## config.mk

```make
export PLATFORM = sky130hd
export DESIGN_NAME = mips_boot_loader
export DESIGN_NICKNAME = d
export VERILOG_FILES = /design/src/rtl/mips_boot_loader.sv
export SDC_FILE = /design/constraint.sdc
export NUM_CORES = 1
export LEC_CHECK = 0
export BUFFER_PORTS_ARGS = -buffer_cell sky130_fd_sc_hd__buf_2
export CAP_MARGIN = 20
export CORE_ASPECT_RATIO = 0.8
export CORE_MARGIN = 4
export CORE_UTILIZATION = 40
export CTS_BUF_LIST = sky130_fd_sc_hd__clkbuf_4
export DETAILED_ROUTE_END_ITERATION = 7
export PLACE_DENSITY = 0.68
export SETUP_SLACK_MARGIN = 0.5
export SLEW_MARGIN = 40
export SYNTH_ARGS = -nofsm -noshare
export SYNTH_HDL_FRONTEND = slang
export SYNTH_SLANG_ARGS = --single-unit
export TNS_END_PERCENT = 1
```

## constraint.sdc

```tcl
create_clock -name clk1 -period 3.1 [get_ports clk1]
set_input_delay 0 -clock clk1 [delete_from_list [all_inputs] [get_ports clk1]]
set_output_delay 0 -clock clk1 [all_outputs]
set_load 0.01 [all_outputs]
```

## src/rtl/mips_boot_loader.sv

```systemverilog
// mips_boot_loader: framed byte-stream image loader that fills the core's Mem and holds/releases pipe_MIPS32.
// Defining LOADER_CHECKSUM_EN adds a trailing checksum word (CHK state) to the frame.
module mips_boot_loader #(
    parameter int ADDR_W    = 10,
    parameter int MAX_WORDS = 1024
) (
    input  logic              clk1,
    input  logic              rst_n,
    input  logic              load_req,
    input  logic              in_valid,
    input  logic [7:0]        in_data,
    output logic              in_ready,
    output logic              mem_we,
    output logic [ADDR_W-1:0] mem_addr,
    output logic [31:0]       mem_wdata,
    output logic              cpu_hold,
    output logic              cpu_start,
    output logic              done,
    output logic              error
);
    localparam int NW = $clog2(MAX_WORDS + 1);
    localparam logic [32:0] MEM_WORDS = 33'(1) << ADDR_W;
    localparam logic [2:0] IDLE     = 3'd0;
    localparam logic [2:0] HDR_CNT  = 3'd1;
    localparam logic [2:0] HDR_ADDR = 3'd2;
    localparam logic [2:0] DATA     = 3'd3;
    localparam logic [2:0] RUN      = 3'd5;
    localparam logic [2:0] ERR      = 3'd6;
`ifdef LOADER_CHECKSUM_EN
    localparam logic [2:0] CHK      = 3'd4;
    localparam logic [2:0] POST     = CHK;
    logic [31:0] sum;
`else
    localparam logic [2:0] POST     = RUN;
`endif

    logic [2:0]        state, nxt;
    logic [1:0]        bc;
    logic [23:0]       sh;
    logic [NW-1:0]     n, i;
    logic [ADDR_W-1:0] base;
    logic [31:0]       word;
    logic              take, word_done;

    assign take      = in_valid & in_ready;
    assign word_done = take & (bc == 2'd3);
    assign word      = {sh, in_data};

    // DATA stops taking bytes once all N words are in, so the last write finishes before leaving DATA
    always_comb begin
        in_ready = state == HDR_CNT || state == HDR_ADDR || (state == DATA && i != n);
`ifdef LOADER_CHECKSUM_EN
        in_ready = in_ready || state == CHK;
`endif
    end

    always_comb begin
        nxt = state;
        if (load_req)
            nxt = HDR_CNT;
        else
            case (state)
                HDR_CNT:  if (word_done) nxt = (word > 32'(MAX_WORDS)) ? ERR : HDR_ADDR;
                HDR_ADDR: if (word_done) nxt = ({1'b0, word} + 33'(n) > MEM_WORDS) ? ERR :
                                               (n == '0) ? POST : DATA;
                DATA:     if (mem_we && i == n) nxt = POST;
`ifdef LOADER_CHECKSUM_EN
                CHK:      if (word_done) nxt = (word == sum) ? RUN : ERR;
`endif
                default: ;
            endcase
    end

    always_ff @(posedge clk1 or negedge rst_n) begin
        if (!rst_n) begin
            state     <= IDLE;
            bc        <= '0;
            sh        <= '0;
            n         <= '0;
            i         <= '0;
            base      <= '0;
            mem_we    <= 1'b0;
            mem_addr  <= '0;
            mem_wdata <= '0;
            cpu_hold  <= 1'b1;
            cpu_start <= 1'b0;
            done      <= 1'b0;
            error     <= 1'b0;
`ifdef LOADER_CHECKSUM_EN
            sum       <= '0;
`endif
        end else begin
            state     <= nxt;
            cpu_hold  <= nxt != RUN;
            cpu_start <= nxt == RUN && state != RUN;
            done      <= nxt == RUN;
            error     <= nxt == ERR;
            mem_we    <= 1'b0;
            if (load_req) begin
                bc <= '0;
                i  <= '0;
`ifdef LOADER_CHECKSUM_EN
                sum <= '0;
`endif
            end else begin
                if (take) begin
                    bc <= bc + 2'd1;
                    sh <= {sh[15:0], in_data};
                end
                if (word_done && state == HDR_CNT) n <= NW'(word);
                if (word_done && state == HDR_ADDR) base <= ADDR_W'(word);
                if (word_done && state == DATA) begin
                    mem_we    <= 1'b1;
                    mem_addr  <= base + ADDR_W'(i);
                    mem_wdata <= word;
                    i         <= i + 1'b1;
`ifdef LOADER_CHECKSUM_EN
                    sum       <= sum + word;
`endif
                end
            end
        end
    end
endmodule

```

==> results of run 1 <==
power groups by stage:
stage | clock, mW | sequential [mW] | combinational (mW)
2_1_floorplan | 0 | 1.89 | 1.31
3_3_place_gp | 0 | 1.91 | 2.26
3_5_place_dp | 0 | 1.93 | 2.29
4_1_cts | 0.673 | 1.90 | 2.40
5_1_grt | 0.721 | 1.94 | 2.66
6_report | 0.646 | 1.92 | 2.45
worst max-delay path, stage by stage, from the launching register on:
cell,delay (ns)
dfrtp_1,0.39
ha_2,0.21
fa_2,0.24
a211oi_2,0.08
buf_4,0.14
nor4_4,0.25
nor4_4,0.08
or4_4,0.55
xnor2_1,0.14
o31ai_1,0.23
o21ai_1,0.14
nor4b_4,0.26
buf_4,0.18
a31oi_2,0.10
and3_1,0.21
flip-flops by register name, summed over array words and instances (netlist names):
signal,flops
sh,24
done,1
cpu_start,1
n,11
base,10
i,11
mem_wdata,32
mem_we,1
cpu_hold,1
bc,2
state,3
error,1
mem_addr,10
final cells by class:
type                            count  share of cell area
Clock buffer                       11              0.0110
Sequential cell                   108               0.361
Multi-Input combinational cell    476               0.438
Antenna cell                        1            0.000334
Tap cell                          184              0.0307
Clock inverter                      5             0.00384
Timing Repair Buffer              161               0.148
Inverter                           16             0.00801
final timing paths:
kind,from,end,slack (ns)
worst max-delay path,n[0]$_DFFE_PN0P_,error$_DFF_PN0_,-0.19
worst min register to register,mem_wdata[28]$_DFFE_PN0P_,mem_wdata[28]$_DFFE_PN0P_,0.49
min in group clk1,in_data[0],mem_wdata[0]$_DFFE_PN0P_,0.42
worst max register to register,n[0]$_DFFE_PN0P_,error$_DFF_PN0_,-0.19
worst min-delay path,rst_n,mem_wdata[26]$_DFFE_PN0P_,0.1
max in group asynchronous,rst_n,cpu_hold$_DFF_PN1_,2.23
per-layer routing:
layer | vias to the layer above | part of all wire | track usage
met5 | - | 0 | 0
met2 | 143 | 0.44 | 0.306
li1 | 2525 | - | -
met1 | 2600 | 0.49 | 0.304
met3 | 20 | 0.056 | 0.0470
met4 | 0 | 0.012 | 0.0498
stage by stage:
stage	area (um^2)	hold slack, ns	setup TNS [ns]	worst slack (ns)
floorplan	6060	-0.296	-0.0175	-0.00837
CTS	7450	0.0874	-0.677	-0.167
global placement	7120	0.203	-0.855	-0.193
finish	7500	0.0970	-0.766	-0.193
global route	7500	0.129	-2.55	-0.462
detailed placement	7130	0.0894	-1.49	-0.295
logic make-up (layout without fill, tap and decap cells):
group | Yosys count | in the layout | share of synthesized area
xor gates and xnor gates | 36 | 36 | 0.0522
DFF | 108 | 108 | 0.448
muxes | 46 | 46 | 0.0852
and+or+nand+nor | 260 | 260 | 0.212
buffers and inverters | 50 | 193 | 0.0319
AOI/OAI and AO/OA | 110 | 110 | 0.118
other | 0 | 1 | 0
adders and majority gates | 24 | 24 | 0.0522
cells in the mapped netlist, drive strengths merged (3+ instances only):
cell	number
nand4	13
a211oi	3
xor2	12
a21oi	28
nand3b	3
nor4	13
nor2	31
ha	22
nand2	128
buf	6
o31ai	3
dfrtp	107
mux2i	3
and3	4
or2	4
nor3	13
inv	16
a31oi	5
clkbuf	28
xnor2	24
o21bai	7
or4	6
nand2b	5
nor2b	4
mux2	43
o21ai	30
a21o	7
nand3	23
or3	3
and4	4
layout by cell type, fill, tap and decap left out, types with 13 or more instances in the layout:
| cell type | n |
|---|---|
| nand3_1 | 21 |
| nand4_1 | 13 |
| dfrtp_1 | 106 |
| nor2_1 | 31 |
| inv_1 | 16 |
| xnor2_1 | 23 |
| ha_1 | 17 |
| buf_4 | 88 |
| a21oi_1 | 28 |
| nand2_1 | 128 |
| mux2_2 | 43 |
| buf_2 | 58 |
| o21ai_0 | 28 |
repair_timing:
action / in CTS / in global routing
hold buffers: 12 / 0
cloned: 0 / 0
setup buffers: 0 / 1
pin swaps: 5 / 11
hold endpoints to repair: 121 / 0
setup endpoints to repair: 16 / 46
resized for setup: 13 / 9
==> metrics.txt, run 1 <==
Final setup violation count 6; Routed WL 17.2 mm; async set or reset register ratio after synthesis 1.00; Max-Slew Margin vs Limit 0.516; final critical-path share of the clock period 1.06; clock-pin slew on the worst setup and hold paths 0.17 ns; area share of the largest cell type after synthesis 0.444; final core utilization 0.516; number of storage elements in the synthesis netlist 108; run status complete, but fails checks; max-cap viol count 0; Crit path required time between 3 and 4 ns; multi-input combinational cell area 3280 um^2; Syn Inst Count 634; Row Count 39; placed wire-length estimate 12.9 mm; CTS Buffer Depth 2; cell at the root of the clock tree clkbuf_4; synth unique cells 65; pin count of the biggest net entering global routing between 70 and 80; top flip-flop cell by instance count after synthesis dfrtp_1; Worst Setup Start Kind flop; Pre-antenna DRT Iters 8; vias after detailed routing 5288; Die Area 17100 um^2; vias in the first global route 5370; Post-Synthesis Net Count 670; share of layout cells above drive strength 1 0.311; leftover overflow at the end of global routing 0; final routed DRC violation total 0; logic gate share of total power 0.489; fraction of power consumed by sequential logic 0.382; average wire per standard cell 17.9 um; fin. max-slew vios 0; warnings from Yosys 0; Worst Path Arrival between 3 and 4 ns; clock latency at the later pin of the worst-skew pair 0.49 ns; power density over the cells about 670 nW/um^2; Placed Instances around 930; signed area change from the synthesized netlist to the final layout 24.2%; worst vdd rail ir drop 240 uV; highest clock rate 304 MHz; logic depth of the worst register-to-register path 14; transition time of the tightest slew-check pin about 0.73 ns; kind of path behind the tightest hold check input port to asynchronous set/reset pin; total power 5.01 mW; biggest fanout along the worst timing path 5; number of nets in the layout approximately 810; syn avg cell area 9.52 um^2; global-route wire length before repair 28.6 mm; routed vias/inst between 5 and 6; Int Power roughly 3 mW; clock tree skew after final layout 0.0202 ns; width of the die 145 um; total routing usage reported by global routing 0.206; part of the power in the clock network 0.129; Post-Synthesis Cell Area 6040 um^2; switching power summed over all nets 2.00 mW; Hold Violations, Final 0; Initial DRC Count 452; Post-DRT Antenna Nets 0; switching portion of total power 0.398; area occupied by registers 2710 um^2; post-route setup slack -0.193 ns; input/output buffers 59; failing checks negative setup slack; number of enable-type register cells in the synthesized netlist 0; class of the most critical setup path flop to flop; CTS tree done; non-filler instance count after layout 962; clock period minus worst slack about 3.3 ns; cell taking the most area after synthesis dfrtp_1; number of clock sinks around 110; IO Count 60; number of H-tree levels 3; leakage power summed over all cells 3.61 nW; TritonCTS Buffers 9; sequential area share after synthesis 0.448; effective utilization at floorplan 0.415; Layout fillers about 1300; antenna violations before repair 1; kind of end point of the critical path flop; Floorplan Core Area 14500 um^2; Vert. Die Dim 118 um; unrepaired setup endpoints after global routing yes; cell types occupying the most area after synthesis dfrtp_1, mux2_2, nand2_1; Routability Congestion 0.916
(Power assumes the default switching activity.)
==> run 2: changes to the inputs <==
CORE_MARGIN = not set   (was 4)
==> run 2 against run 1 <==
  * The flow still finishes with violations (negative setup slack)
  * Clock skew is 0.0019 ns higher
  * Combinational power is 2% lower
  * Clock power is 13% higher
  * Largest cell class unchanged
  * Via count is 0.13% lower
==> metrics.txt, run 2 (synthesis results as in run 1) <==
run status complete, but fails checks; failing checks negative setup slack; clock period minus worst slack 3.37 ns (+0.0736 ns); final routed DRC violation total 0 (unchanged); number of nets in the layout 803 (-0.62%); final core utilization 0.512 (-0.00396); class of the most critical setup path flop to flop; Max-Slew Margin vs Limit 0.554 (+0.0374); vias in the first global route 5247 (-2.3%); total power 5.00 mW (-0.24%); largest registers mem_wdata x32, sh x24; Worst Path Arrival 3.79 ns (+0.11 ns); Vert. Die Dim 112 um (-5.1%); signed area change from the synthesized netlist to the final layout 22.9%; input/output buffers 59 (unchanged); most common library cell in the layout ignoring fill and taps nand2_1; number of H-tree levels 3 (unchanged); clock latency at the later pin of the worst-skew pair 0.53 ns (+0.04 ns); Die Area 15600 um^2 (-9.0%); clock-pin slew on the worst setup and hold paths 0.17 ns (about the same); total routing usage reported by global routing 0.231 (+0.0253); CTS Buffer Depth 2 (unchanged); Post-DRT Antenna Nets 0 (unchanged); highest clock rate 297 MHz (-2.2%); transition time of the tightest slew-check pin 0.663 ns (-0.0622 ns); pin count of the biggest net entering global routing 109 (+40%); post-route setup slack -0.266 ns (-0.0736 ns); Worst Setup Start Kind flop; placed cell areas 7100 um^2 (-0.40%); Routed WL 16.9 mm (-1.5%); kind of path behind the tightest hold check input port to asynchronous set/reset pin; Routability Congestion 0.888 (-3.1%); worst vdd rail ir drop 248 uV (+3.1%); Placed Instances 927 (-0.54%); clock tree skew after final layout 0.0221 ns (+0.00187 ns); global-route wire length before repair 28.2 mm (-1.6%); leftover overflow at the end of global routing 0 (unchanged); effective utilization at floorplan 0.417 (+0.00140); vias after detailed routing 5281 (-0.13%); worst slack on hold paths 0.0661 ns (-0.0309 ns); non-filler instance count after layout 957 (-0.52%); max-cap viol count 0 (unchanged); CTS tree done; final design instance area without fill 7420 um^2 (-1.1%); IO Count 60 (unchanged); biggest fanout along the worst timing path 5 (unchanged); Hold Violations, Final 0 (unchanged); antenna violations before repair 1 (unchanged); register ranked first by flip-flop count mem_wdata; Pre-antenna DRT Iters 5 (-3); share of layout cells above drive strength 1 0.301 (-0.0109); unrepaired setup endpoints after global routing yes; Row Count 39 (unchanged); number of clock sinks 108 (unchanged); kind of end point of the critical path flop; fin. max-slew vios 0 (unchanged); Final setup violation count 7 (+1); Crit path required time 3.52 ns (+0.03 ns); placed wire-length estimate 12.3 mm (-4.6%); Layout fillers 1349 (+1.3%); pre-CTS setup slack -0.340 ns (-0.0449 ns); routed vias/inst 5.52 (+0.39%); TritonCTS Buffers 9 (unchanged); final critical-path share of the clock period 1.09 (+0.0237); cell at the root of the clock tree clkbuf_4; power density over the cells 674 nW/um^2 (+0.87%); number of flip-flops in the largest register 32 (unchanged); leakage power summed over all cells 3.61 nW (about the same); worst flop-to-flop path startpoint n[0]$_DFFE_PN0P_; Critical Path Start n[0]$_DFFE_PN0P_; width of the die 139 um (-4.1%); Floorplan Core Area 14500 um^2 (-0.34%); Initial DRC Count 429 (-5.1%); TNS Setup -1.36 ns (-0.597 ns); commonest cells after routing, fill and taps aside nand2_1, dfrtp_1, buf_4, buf_2, mux2_2; average wire per standard cell 17.7 um (-1.0%)
==> run 2: cell count changes in the layout (fill, tap and decap cells not counted), sizes merged <==
cell | previous run | this run
buf | 149 | 145
inv | 16 | 20
clkbuf | 11 | 9
dlygate4sd3 | 12 | 11
clkinvlp | 2 | 0
==> run 2: repair_timing <==
item                       CTS  global route
hold buffers                11             0
hold endpoints to repair   154             0
buffers inserted             1             1
setup endpoints to repair   39            41
pin swaps                    2             2
resized for setup            6             6
==> run 2: final timing paths <==
path,endpoint,slack [ns],cells past startpoint
worst max-delay path,error$_DFF_PN0_,-0.27,13
worst min-delay path,mem_wdata[9]$_DFFE_PN0P_,0.07,3
worst max register to register,error$_DFF_PN0_,-0.27,13
worst min register to register,mem_wdata[17]$_DFFE_PN0P_,0.49,2
max in group asynchronous,i[0]$_DFFE_PN0P_,2.58,3
min in group clk1,i[7]$_DFFE_PN0P_,0.41,3
==> run 2: layer usage <==
metal / GRT usage / vias to the layer above / share of wire
li1: - / 2517 / -
met1: 0.337 / 2583 / 0.49
met2: 0.352 / 164 / 0.44
met3: 0.0460 / 17 / 0.056
met4: 0.0533 / 0 / 0.013
met5: 0 / - / 0
==> run 2: layout make-up <==
cell class	count	area (um^2)	area share
clock inverters	7	66.3	0.00894
flip-flops and latches	108	2710	0.365
repair buffers	156	1070	0.145
inverters	16	60.1	0.00810
multi-input cells	476	3210	0.433
clock buffers	9	67.6	0.00911
diodes	1	2.50	0.000337
well taps	184	230	0.0310
==> run 2: where the power goes <==
part           switching [mW]  internal (mW)
Combinational            1.26           1.13
Clock                   0.540          0.186
Sequential              0.230           1.66
==> run 2: critical path, stage by stage, from the launching register on <==
cell and delay, ns:
dfrtp_1 0.42, ha_2 0.19, fa_2 0.38, a211oi_2 0.25, o21bai_1 0.21, nand2_1 0.08, o22ai_1 0.16, nand3_1 0.13
o41ai_2 0.38, buf_4 0.17, nand3_1 0.13, nor4b_4 0.41, a31oi_1 0.16, and3_1 0.20
